--- src/rtl/seg7_reader.sv ---
// Reads a multiplexed seven-segment bus back into BCD digits. Each digit must hold
// steady for STABLE_CYCLES samples before capture; a full scan is emitted as one frame.
module seg7_reader #(
    parameter int NUM_DIGITS    = 4,
    parameter int STABLE_CYCLES = 8
) (
    input  logic                    clk,
    input  logic                    rst_n,
    input  logic [1:7]              seg_in,
    input  logic [NUM_DIGITS-1:0]   dig_en,
    input  logic                    frame_ready,
    output logic                    frame_valid,
    output logic [4*NUM_DIGITS-1:0] digits_out,
    output logic [NUM_DIGITS-1:0]   digit_err
);

    localparam int CW = $clog2(STABLE_CYCLES + 1);
    localparam logic [CW-1:0] CNT_MAX = CW'(STABLE_CYCLES);
    localparam logic [CW-1:0] CNT_PRE = CW'(STABLE_CYCLES - 1);

    logic [1:7]              seg_q, seg_d;
    logic [NUM_DIGITS-1:0]   en_q, en_d;
    logic [CW-1:0]           cnt_q, cnt_d;
    logic [4*NUM_DIGITS-1:0] shadow_q, shadow_d;
    logic [NUM_DIGITS-1:0]   shadow_err_q, shadow_err_d;
    logic [NUM_DIGITS-1:0]   seen_q, seen_d;
    logic                    valid_q, valid_d;
    logic [4*NUM_DIGITS-1:0] digits_q, digits_d;
    logic [NUM_DIGITS-1:0]   err_q, err_d;

    logic                    one_hot;
    logic                    changed;
    logic                    capture;
    logic                    out_free;
    logic                    transfer;
    logic [4:0]              decoded;

    // Upper bit flags a pattern outside the 0-9 table; the nibble is then forced to F.
    function automatic logic [4:0] seg_to_bcd(input logic [1:7] seg);
        logic [4:0] r;
        case (seg)
            7'b1111110: r = 5'h00;
            7'b0110000: r = 5'h01;
            7'b1101101: r = 5'h02;
            7'b1111001: r = 5'h03;
            7'b0110011: r = 5'h04;
            7'b1011011: r = 5'h05;
            7'b1011111: r = 5'h06;
            7'b1110000: r = 5'h07;
            7'b1111111: r = 5'h08;
            7'b1111011: r = 5'h09;
            default:    r = 5'h1F;
        endcase
        return r;
    endfunction

    always_comb begin
        seg_d        = seg_in;
        en_d         = dig_en;
        one_hot      = $onehot(dig_en);
        changed      = (seg_in != seg_q) || (dig_en != en_q);
        decoded      = seg_to_bcd(seg_in);

        if (!one_hot) begin
            cnt_d = '0;
        end else if (changed) begin
            cnt_d = CW'(1);
        end else if (cnt_q != CNT_MAX) begin
            cnt_d = cnt_q + CW'(1);
        end else begin
            cnt_d = cnt_q;
        end
        capture = (cnt_q == CNT_PRE) && (cnt_d == CNT_MAX);

        shadow_d     = shadow_q;
        shadow_err_d = shadow_err_q;
        seen_d       = seen_q;
        for (int i = 0; i < NUM_DIGITS; i++) begin
            if (capture && dig_en[i]) begin
                shadow_d[4*i +: 4] = decoded[3:0];
                shadow_err_d[i]    = decoded[4];
                seen_d[i]          = 1'b1;
            end
        end

        // Transfer takes the shadow including any same-edge capture, so that capture is consumed.
        out_free = !valid_q || frame_ready;
        transfer = (&seen_q) && out_free;
        valid_d  = valid_q;
        digits_d = digits_q;
        err_d    = err_q;
        if (transfer) begin
            digits_d = shadow_d;
            err_d    = shadow_err_d;
            valid_d  = 1'b1;
            seen_d   = '0;
        end else if (valid_q && frame_ready) begin
            valid_d  = 1'b0;
        end
    end

    always_ff @(posedge clk or negedge rst_n) begin
        if (!rst_n) begin
            seg_q        <= '0;
            en_q         <= '0;
            cnt_q        <= '0;
            shadow_q     <= '0;
            shadow_err_q <= '0;
            seen_q       <= '0;
            valid_q      <= 1'b0;
            digits_q     <= '0;
            err_q        <= '0;
        end else begin
            seg_q        <= seg_d;
            en_q         <= en_d;
            cnt_q        <= cnt_d;
            shadow_q     <= shadow_d;
            shadow_err_q <= shadow_err_d;
            seen_q       <= seen_d;
            valid_q      <= valid_d;
            digits_q     <= digits_d;
            err_q        <= err_d;
        end
    end

    assign frame_valid = valid_q;
    assign digits_out  = digits_q;
    assign digit_err   = err_q;

endmodule

--- config.mk ---
export PLATFORM = sky130hd
export DESIGN_NAME = seg7_reader
export DESIGN_NICKNAME = d
export VERILOG_FILES = /design/src/rtl/seg7_reader.sv
export SDC_FILE = /design/constraint.sdc
export NUM_CORES = 1
export LEC_CHECK = 0
export CORE_AREA = 2 2 89 133
export CTS_CLUSTER_DIAMETER = 120
export CTS_CLUSTER_SIZE = 12
export DETAILED_ROUTE_END_ITERATION = 10
export DIE_AREA = 0 0 91 135
export HOLD_SLACK_MARGIN = 0.03
export PLACE_DENSITY = 0.4
export SLEW_MARGIN = 20
export SYNTH_ARGS = -nofsm -noshare
export SYNTH_HDL_FRONTEND = slang
export SYNTH_SLANG_ARGS = --single-unit
export TNS_END_PERCENT = 1
--- constraint.sdc ---
create_clock -name clk -period 3.1 [get_ports clk]
set_clock_uncertainty 0.1 [all_clocks]
set_input_delay 0.465 -clock clk [delete_from_list [all_inputs] [get_ports clk]]
set_output_delay 0.465 -clock clk [all_outputs]
set_load 0.02 [all_outputs]
# After elaboration in Yosys (flattened, before gate mapping)
# Index checks and enable logic that the tools add are counted.
# word_totals
ff_bits,60
input_bits,14
# op_classes
n_addsub,4
eq_ne,16
n_mux,19
n_reduce_logical,16
# op_table
operator,count
$eq 7x7->1 const B,8
$pmux 5 s10,1
$mux 4,8
$eq 7x6->1 const B,2
$mux 1,10
$reduce_bool 2->1,5
$logic_and 1x1->1,7
$ne 7x7->1,1
$add 1x1->2,2
$add 4x1->4 const B,1
$eq 4x3->1 const B,1
$eq 4x4->1 const B,1
$ne 4x4->1,1
$ne 4x4->1 const B,1
$reduce_and 4->1,1
$add 2x2->3,1
$eq 3x1->1 const B,1
$logic_or 1x1->1,2
$logic_not 1->1,1

# Depth between registers and ports, before layout
# Gate-level depths: netlist (run 1).
# logic_depth
word_depth,9
mapped_depth,11
depth_no_buf,10

# Worst setup path after synthesis (run 1)
# No wires, ideal clock.
# synth_path
path_kind,input to register
start,input port dig_en[0]
end,register digits_q[10] (netlist: digits_out[10])
setup_ns,0.125
t_arrival_ns,2.868
path_slack_ns,0.007
stages,10
path_buffers,0
path_cell_list,inv_1 fa_1 inv_1 ha_1 ha_1 nor3b_1 and4_1 nand4_2 mux2_2 mux2_2
# synth_between
elab_chain_len,8
word_cells_on_any_way,11
classes_between,add/sub: 2; eq/ne: 3; mux: 3; reduce/logical: 3
# synth_rtl
item,line_no,rtl
start: declaration,10,"input logic [NUM_DIGITS-1:0] dig_en,"
$add 1x1->2 (implied by the code) or $ne 4x4->1 (tied branches),"60, 61",
$add 2x2->3 (implied by the code) or $logic_or 1x1->1 (tied branches),"60, 61",
$eq 3x1->1 or $mux 4 (tied branches),"60, 66",
$mux 4 *,64,if (!one_hot) begin
$eq 4x4->1 *,73,capture = (cnt_q == CNT_PRE) && (cnt_d == CNT_MAX);
$logic_and 1x1->1 *,73,
$logic_and 1x1->1 *,79,if (capture && dig_en[i]) begin
$mux 4 *,79,
net shadow_d[10],24,"logic [4*NUM_DIGITS-1:0] shadow_q, shadow_d;"
end signal: assignment,121,digits_q <= digits_d;
end: declaration,28,"logic [4*NUM_DIGITS-1:0] digits_q, digits_d;"
# Mark *: on every way through the listed nets, which the timed path passes. The rest lies on a longest branch.
# A chain may end at the register's enable or synchronous reset.

# Final worst setup path (run 1)
# Same ends and word-level chain as after synthesis.

==> results.md, run 1 <==
* Setup WS pre-CTS at -0.4337 ns
* Number of diodes at 0
* Weighted congestion at the end of routability-driven global placement at 0.7132
* Worst-skew pair later-pin latency at 0.33 ns
* Net Count, Synth at 270
* CP Max Fanout at 5
* Effective utilization at floorplan at 24.57%
* Outcome: finished clean
* Net count reported at finish at 325
* Total number of vias at 2006
* Post-synth ARST share at 100.0%
* Total placed cells including tap cells at 441
* Largest net degree at the start of global routing at 31
* Total standard cell area after synthesis at 0.002716 mm2
* Cells after synthesis at 251
* HPWL after detailed placement at 4568 um
* Sequential Power Share at 41.4%
* Port Buffer Count at 34
* Sequential-to-total area share from yosys stat at 55.27%
* Worst-case headroom to the max-slew limit at 42.94%
* Drt wl/cell at 13.79 um
* Max-cap viol count at 0
* Internal cell power at 1.509 mW
* Die footprint at 0.01229 mm2
* Total wirelength of the detailed-routed design at 6315 um
* Static Leak at 1.602 nW
* Die outline height at 135 um
* Final cell count without fillers at 458
* Path type of the worst min-delay path: reg2reg
* Relative contribution of the clock network to total power at 52.3%
* Number of nets still failing antenna checks after routing at 0
* Most used DFF post-synth: sky130_fd_sc_hd__dfrtp_1
* Setup repair after global routing missed its margin: no
* Flip-flop and latch count after synthesis at 60
* Bufs on Longest Clock Path at 2
* Smallest setup slack after layout at 0.2164 ns
* Number of clock sinks at 60
* Leading cell type by number of instances after synthesis: sky130_fd_sc_hd__dfrtp_1
* Overall routing resource usage at 11.22%
* Number of gates on the worst path with buffers counted at 12
* Number of synthesized flops with an enable pin at 0
* Power density over the cells at 529.7 mW/mm2
* Global-route wire length before repair at 10580 um
* Proportion of power drawn by combinational gates at 6.4%
* Area of the placeable core at 0.01106 mm2
* Overall overflow remaining after global route at 0
* Hold depth at 2
* CP arrival at 2.99 ns
* Ratio of routed vias to standard cells at 4.380
* Ordered list of cells on the worst path: dlygate4sd2_1, inv_2, fa_1, inv_1, ha_1, ha_1, nor3b_2, buf_4, and4_1, nand4_2, mux2_4, mux2_2
* Largest stage delay on the critical path at 0.53 ns
* Sum of buffers and inverters on the critical path at 4
* Die W at 91 um
* Shortest clock period the worst path allows after layout at 2.884 ns
* Count of unresolved DRC violations after routing at 0
* First-iteration detailed-routing DRC count at 106
* Setup violation total in the final timing report at 0
* Largest voltage drop on the vdd net at 0.2801 mV
* Layout cell share with drive strength beyond 1 at 16.40%
* Type of the setup path with the least slack: in2reg
* Number of detailed-routing iterations run before antenna repair at 4
* Worst R2R Path Depth at 7
* Number of placement rows at 47
* Vias in the first global route at 2043
* Average cell area after synthesis at 10.82 um2
* Switching power total at 424.1 uW
* Max Clock Freq at 346.8 MHz
* CTS root buf: sky130_fd_sc_hd__clkbuf_16
* Inserted Clock Buffers at 9
* Clock tree from TritonCTS: yes
* Synth warn at 0
* Number of max-slew violations in the final report at 0
* H-tree Lvls at 3
* CP Capture Type: flop
* Count of distinct cell types in the synthesized netlist at 36
* Cell accounting for the most synthesized area: sky130_fd_sc_hd__dfrtp_1
* CP delay by family, top: adder cells
* Number of hold violations in the final report at 0
* Area growth, synth to finish at 34.32%
* Largest cells by area after synthesis: sky130_fd_sc_hd__dfrtp_1, sky130_fd_sc_hd__nand2_1, sky130_fd_sc_hd__xor2_1
* Required time of the critical path at 3.21 ns
* Startpoint type of the worst setup path: primary input
* Share of the synthesized area in the top cell type at 55.27%
* Worst slew pin tran at 0.8494 ns
* Most frequent cells after synthesis: sky130_fd_sc_hd__dfrtp_1, sky130_fd_sc_hd__nand2_1, sky130_fd_sc_hd__o21ai_0
* Post-CTS clock slew at the launch and capture registers of the worst setup and hold paths at 0.05 ns
* Initial antenna violation count at 0
* Total I/O pin count at 35
* Filler Cells Inserted at 1194
* Final Cycle Share at 93.02%
* CP dominant cell by count: sky130_fd_sc_hd__ha_1
* Switch share at 21.95%
* Library cell contributing the largest single delay on the critical path: sky130_fd_sc_hd__fa_1
[worst paths after layout]
path	endpoint	from	slack (ns)
max	digits_out[10]$_DFFE_PN0P_	dig_en[0]	0.22
min in group asynchronous	digit_err[2]$_DFFE_PN0P_	rst_n	0.49
min reg2reg	shadow_err_q[0]$_DFF_PN0_	shadow_err_q[0]$_DFF_PN0_	0.37
max reg2reg	digits_out[10]$_DFFE_PN0P_	cnt_q[0]$_DFF_PN0_	0.73
max in group asynchronous	cnt_q[3]$_DFF_PN0_	rst_n	1.74
min	shadow_err_q[0]$_DFF_PN0_	shadow_err_q[0]$_DFF_PN0_	0.37
[repair_timing]
| action | in CTS | in global routing |
|---|---|---|
| endpoints found under the setup margin | 14 | 0 |
| buffers inserted | 0 | 0 |
| endpoints found under the hold margin | 15 | 0 |
| resized for setup | 6 | 0 |
| hold buffers | 1 | 0 |
[registers in the layout, summed over array words and instances (netlist names)]
name and flops:
digit_err 4, shadow_err_q 4, frame_valid 1, seen_q 4, cnt_q 4, digits_out 16, seg_q 7, en_q 4
shadow_q 16
[cell usage in the layout, fill, tap and decap left out, drive strengths merged, types with 8 or more instances in the layout]
master and count:
o211ai 12, nand2 34, a21oi 8, inv 12, clkdlybuf4s50 30, dfrtp 60
nor2 8, mux2 8, buf 19, nand2b 8, xor2 11, o21ai 16
nand3 14, clkbuf 12
[through the flow]
step / cell area (um2) / power, mW / utilization [%] / setup TNS [ns] / hold WS, ns
global placement: 3329 / 0.9380 / 30.12 / -10.95 / 0.3190
CTS: 3649 / 1.972 / 33.00 / 0 / 0.3671
global route: 3649 / 2.013 / 33.00 / 0 / 0.4017
detailed placement: 3329 / 0.9391 / 30.12 / -12.69 / 0.3232
floorplan: 2716 / 0.8664 / - / 0 / 0.06941
finish: 3649 / 1.933 / 33.00 / 0 / 0.3705
[final cells by class]
class | count | area [um2] | share of cell area (%)
clock inverter | 4 | 47.55 | 1.303
tap | 147 | 183.9 | 5.041
multi-input combinational | 170 | 1137 | 31.17
sequential | 60 | 1501 | 41.15
inverter | 12 | 45.04 | 1.235
clock buffer | 12 | 256.5 | 7.030
timing repair buffer | 53 | 476.7 | 13.07
[logic make-up after synthesis]
family          after synthesis  synth area share [%]
flops                        60                 55.27
fa+ha+maj                     5                 2.580
compound gates               47                 10.73
simple gates                 96                 20.41
buf+inv                      21                 3.178
xor+xnor                     14                 4.514
mux                           8                 3.317
[layer usage]
| layer | GRT usage, % | wire (um) |
|---|---|---|
| met5 | 0 | 0 |
| met4 | 7.071 | 184 |
| met3 | 1.786 | 189 |
| met2 | 18.85 | 3196 |
| met1 | 13.34 | 2743 |
[worst register-to-register path, stage by stage (launching register included)]
cell and delay [ns]:
sky130_fd_sc_hd__dfrtp_1 0.40, sky130_fd_sc_hd__inv_1 0.06, sky130_fd_sc_hd__ha_1 0.30, sky130_fd_sc_hd__nor3b_1 0.38, sky130_fd_sc_hd__and4_1 0.27, sky130_fd_sc_hd__nand4_2 0.14
sky130_fd_sc_hd__mux2_4 0.34, sky130_fd_sc_hd__mux2_2 0.26
[power by group through the flow]
stage	sequential, mW	clock [mW]	combinational, mW
3_3_place_gp	0.813	0	0.125
2_1_floorplan	0.812	0	0.0540
3_5_place_dp	0.813	0	0.126
5_1_grt	0.800	1.07	0.140
4_1_cts	0.799	1.04	0.127
6_report	0.800	1.01	0.123
Power figures use the tool's default switching activity.
==> run 2, diff against run 1 <==
Settings changed: CORE_AREA 2 2 89 133 to 2 2 71 106, DIE_AREA 0 0 91 135 to 0 0 73 108, PLACE_DENSITY 0.4 to default.
==> results.md, run 2 (same netlist as run 1, synthesis figures left out) <==
* Outcome: finished clean
* Total wirelength of the detailed-routed design at 5446 um
* Proportion of power drawn by combinational gates at 8.0%
* First-iteration detailed-routing DRC count at 95
* Switching power total at 372.8 uW
* HPWL after detailed placement at 3908 um
* Number of placement rows at 37
* Worst-case headroom to the max-slew limit at 51.60%
* Cell area after layout at 0.003442 mm2
* Worst slew pin tran at 0.7204 ns
* Number of nets still failing antenna checks after routing at 0
* Area growth, synth to finish at 26.72%
* Net count reported at finish at 324
* Met2 layer usage reported by global route at 25.68%
* Post-CTS clock slew at the launch and capture registers of the worst setup and hold paths at 0.07 ns
* CTS root buf: sky130_fd_sc_hd__clkbuf_8
* Drt wl/cell at 14.04 um
* Effective utilization at floorplan at 39.38%
* Number of max-slew violations in the final report at 0
* Area after DPL at 0.003236 mm2
* Count of unresolved DRC violations after routing at 0
* Area of the placeable core at 0.006898 mm2
* Leading cell types in the layout, fill and taps excluded: sky130_fd_sc_hd__dfrtp_1, sky130_fd_sc_hd__nand2_1, sky130_fd_sc_hd__clkdlybuf4s50_1
* Path type of the worst min-delay path: in2async
* Final core utilization at 49.90%
* Number of diodes at 0
* Ratio of routed vias to standard cells at 5.152
* CP Capture Type: flop
* Internal cell power at 1.216 mW
* Sequential Power Share at 50.3%
* Worst-skew pair later-pin latency at 0.34 ns
* Number of clock sinks at 60
* Type of the setup path with the least slack: in2reg
* Setup WS pre-CTS at -0.5600 ns
* GR peak layer: met2
* Layout cell share with drive strength beyond 1 at 15.81%
* Most common cell after layout, fill and taps aside: sky130_fd_sc_hd__dfrtp_1
* Static Leak at 1.545 nW
* CP arrival at 3.09 ns
* Grt met3 use at 3.635%
* Setup violation total in the final timing report at 0
* Largest net degree at the start of global routing at 31
* Overall routing resource usage at 15.47%
* Inserted Clock Buffers at 9
* Vias in the first global route at 1941
* Number of hold violations in the final report at 0
* Clock tree from TritonCTS: yes
* CP Max Fanout at 4
* Max-cap viol count at 0
* Die footprint at 0.007884 mm2
* Power density over the cells at 461.6 mW/mm2
* Total of hold buffers inserted after clock tree synthesis at 0
* Initial antenna violation count at 0
* Total number of vias at 1999
* Overall overflow remaining after global route at 0
* Hold Worst Slack at 0.03210 ns
* Global-route wire length before repair at 9163 um
* Die W at 73 um
* Required time of the critical path at 3.22 ns
* Smallest setup slack after layout at 0.1338 ns
* Die outline height at 108 um
* Switch share at 23.46%
* Number of detailed-routing iterations run before antenna repair at 4
* Bufs on Longest Clock Path at 2
* Final Cycle Share at 95.68%
* Largest voltage drop on the vdd net at 0.2417 mV
* Weighted congestion at the end of routability-driven global placement at 0.7227
* Total I/O pin count at 35
* H-tree Lvls at 3
* Port Buffer Count at 34
* Global-route met1 utilization at 18.18%
* Startpoint type of the worst setup path: primary input
* Max Clock Freq at 337.1 MHz
* Relative contribution of the clock network to total power at 41.8%
* Shortest clock period the worst path allows after layout at 2.966 ns
-- run 2: per-stage QoR --
step | power (mW) | setup TNS [ns] | std cells
after detailed placement | 0.9337 | -17.13 | 371
final | 1.589 | 0 | 388
after CTS | 1.606 | 0 | 388
after global routing | 1.663 | -0.01363 | 388
after floorplan | 0.8664 | 0 | 251
after global placement | 0.9313 | -14.90 | 371
-- run 2: what timing repair did --
| action | CTS | global route |
|---|---|---|
| pin swaps | 3 | 0 |
| resized for setup | 5 | 2 |
| setup buffers | 1 | 0 |
| setup endpoints to repair | 27 | 5 |
-- run 2: worst paths after layout --
| kind | start | endpoint | slack [ns] | depth (start not counted) |
|---|---|---|---|---|
| setup / recovery | dig_en[0] | digits_out[14]$_DFFE_PN0P_ | 0.13 | 12 |
| hold / removal | rst_n | shadow_err_q[2]$_DFF_PN0_ | 0.03 | 1 |
| setup reg to reg | cnt_q[0]$_DFF_PN0_ | digits_out[2]$_DFFE_PN0P_ | 0.71 | 7 |
| hold reg to reg | shadow_err_q[0]$_DFF_PN0_ | shadow_err_q[0]$_DFF_PN0_ | 0.37 | 2 |
| max in group asynchronous | rst_n | shadow_q[2]$_DFF_PN0_ | 2.18 | 2 |
| min in group clk | shadow_err_q[0]$_DFF_PN0_ | shadow_err_q[0]$_DFF_PN0_ | 0.37 | 2 |
-- run 2: final cells by class --
| class | instances | area (um2) |
|---|---|---|
| inverters | 12 | 45.04 |
| repair buffers | 52 | 470.5 |
| clock inverters | 5 | 52.55 |
| clock buffers | 11 | 131.4 |
| flip-flops and latches | 60 | 1501 |
| fillers | 647 | 3456 |
| well taps | 78 | 97.59 |
| multi-input cells | 170 | 1144 |
-- run 2: power by group through the flow --
stage,Combinational [mW],Clock (mW),Sequential (mW)
floorplan,0.0540,0,0.812
global placement,0.118,0,0.813
detailed placement,0.121,0,0.813
CTS,0.125,0.683,0.799
global route,0.143,0.721,0.799
finish,0.126,0.664,0.799
-- run 2: worst max-delay path, cell delays in order --
cell                            delay [ns]
sky130_fd_sc_hd__dlygate4sd2_1        0.21
sky130_fd_sc_hd__inv_1                0.06
sky130_fd_sc_hd__fa_1                 0.52
sky130_fd_sc_hd__inv_1                0.04
sky130_fd_sc_hd__ha_1                 0.17
sky130_fd_sc_hd__ha_1                 0.32
sky130_fd_sc_hd__nor3b_4              0.22
sky130_fd_sc_hd__buf_4                0.14
sky130_fd_sc_hd__and4_1               0.17
sky130_fd_sc_hd__nand4_2              0.14
sky130_fd_sc_hd__mux2_4               0.35
sky130_fd_sc_hd__mux2_2               0.27
-- run 2: metal layers --
metal	part of all wire [%]	vias up
met3	3.1	10
met2	53	41
li1	-	996
met5	0	-
met4	2.1	0
met1	42	952
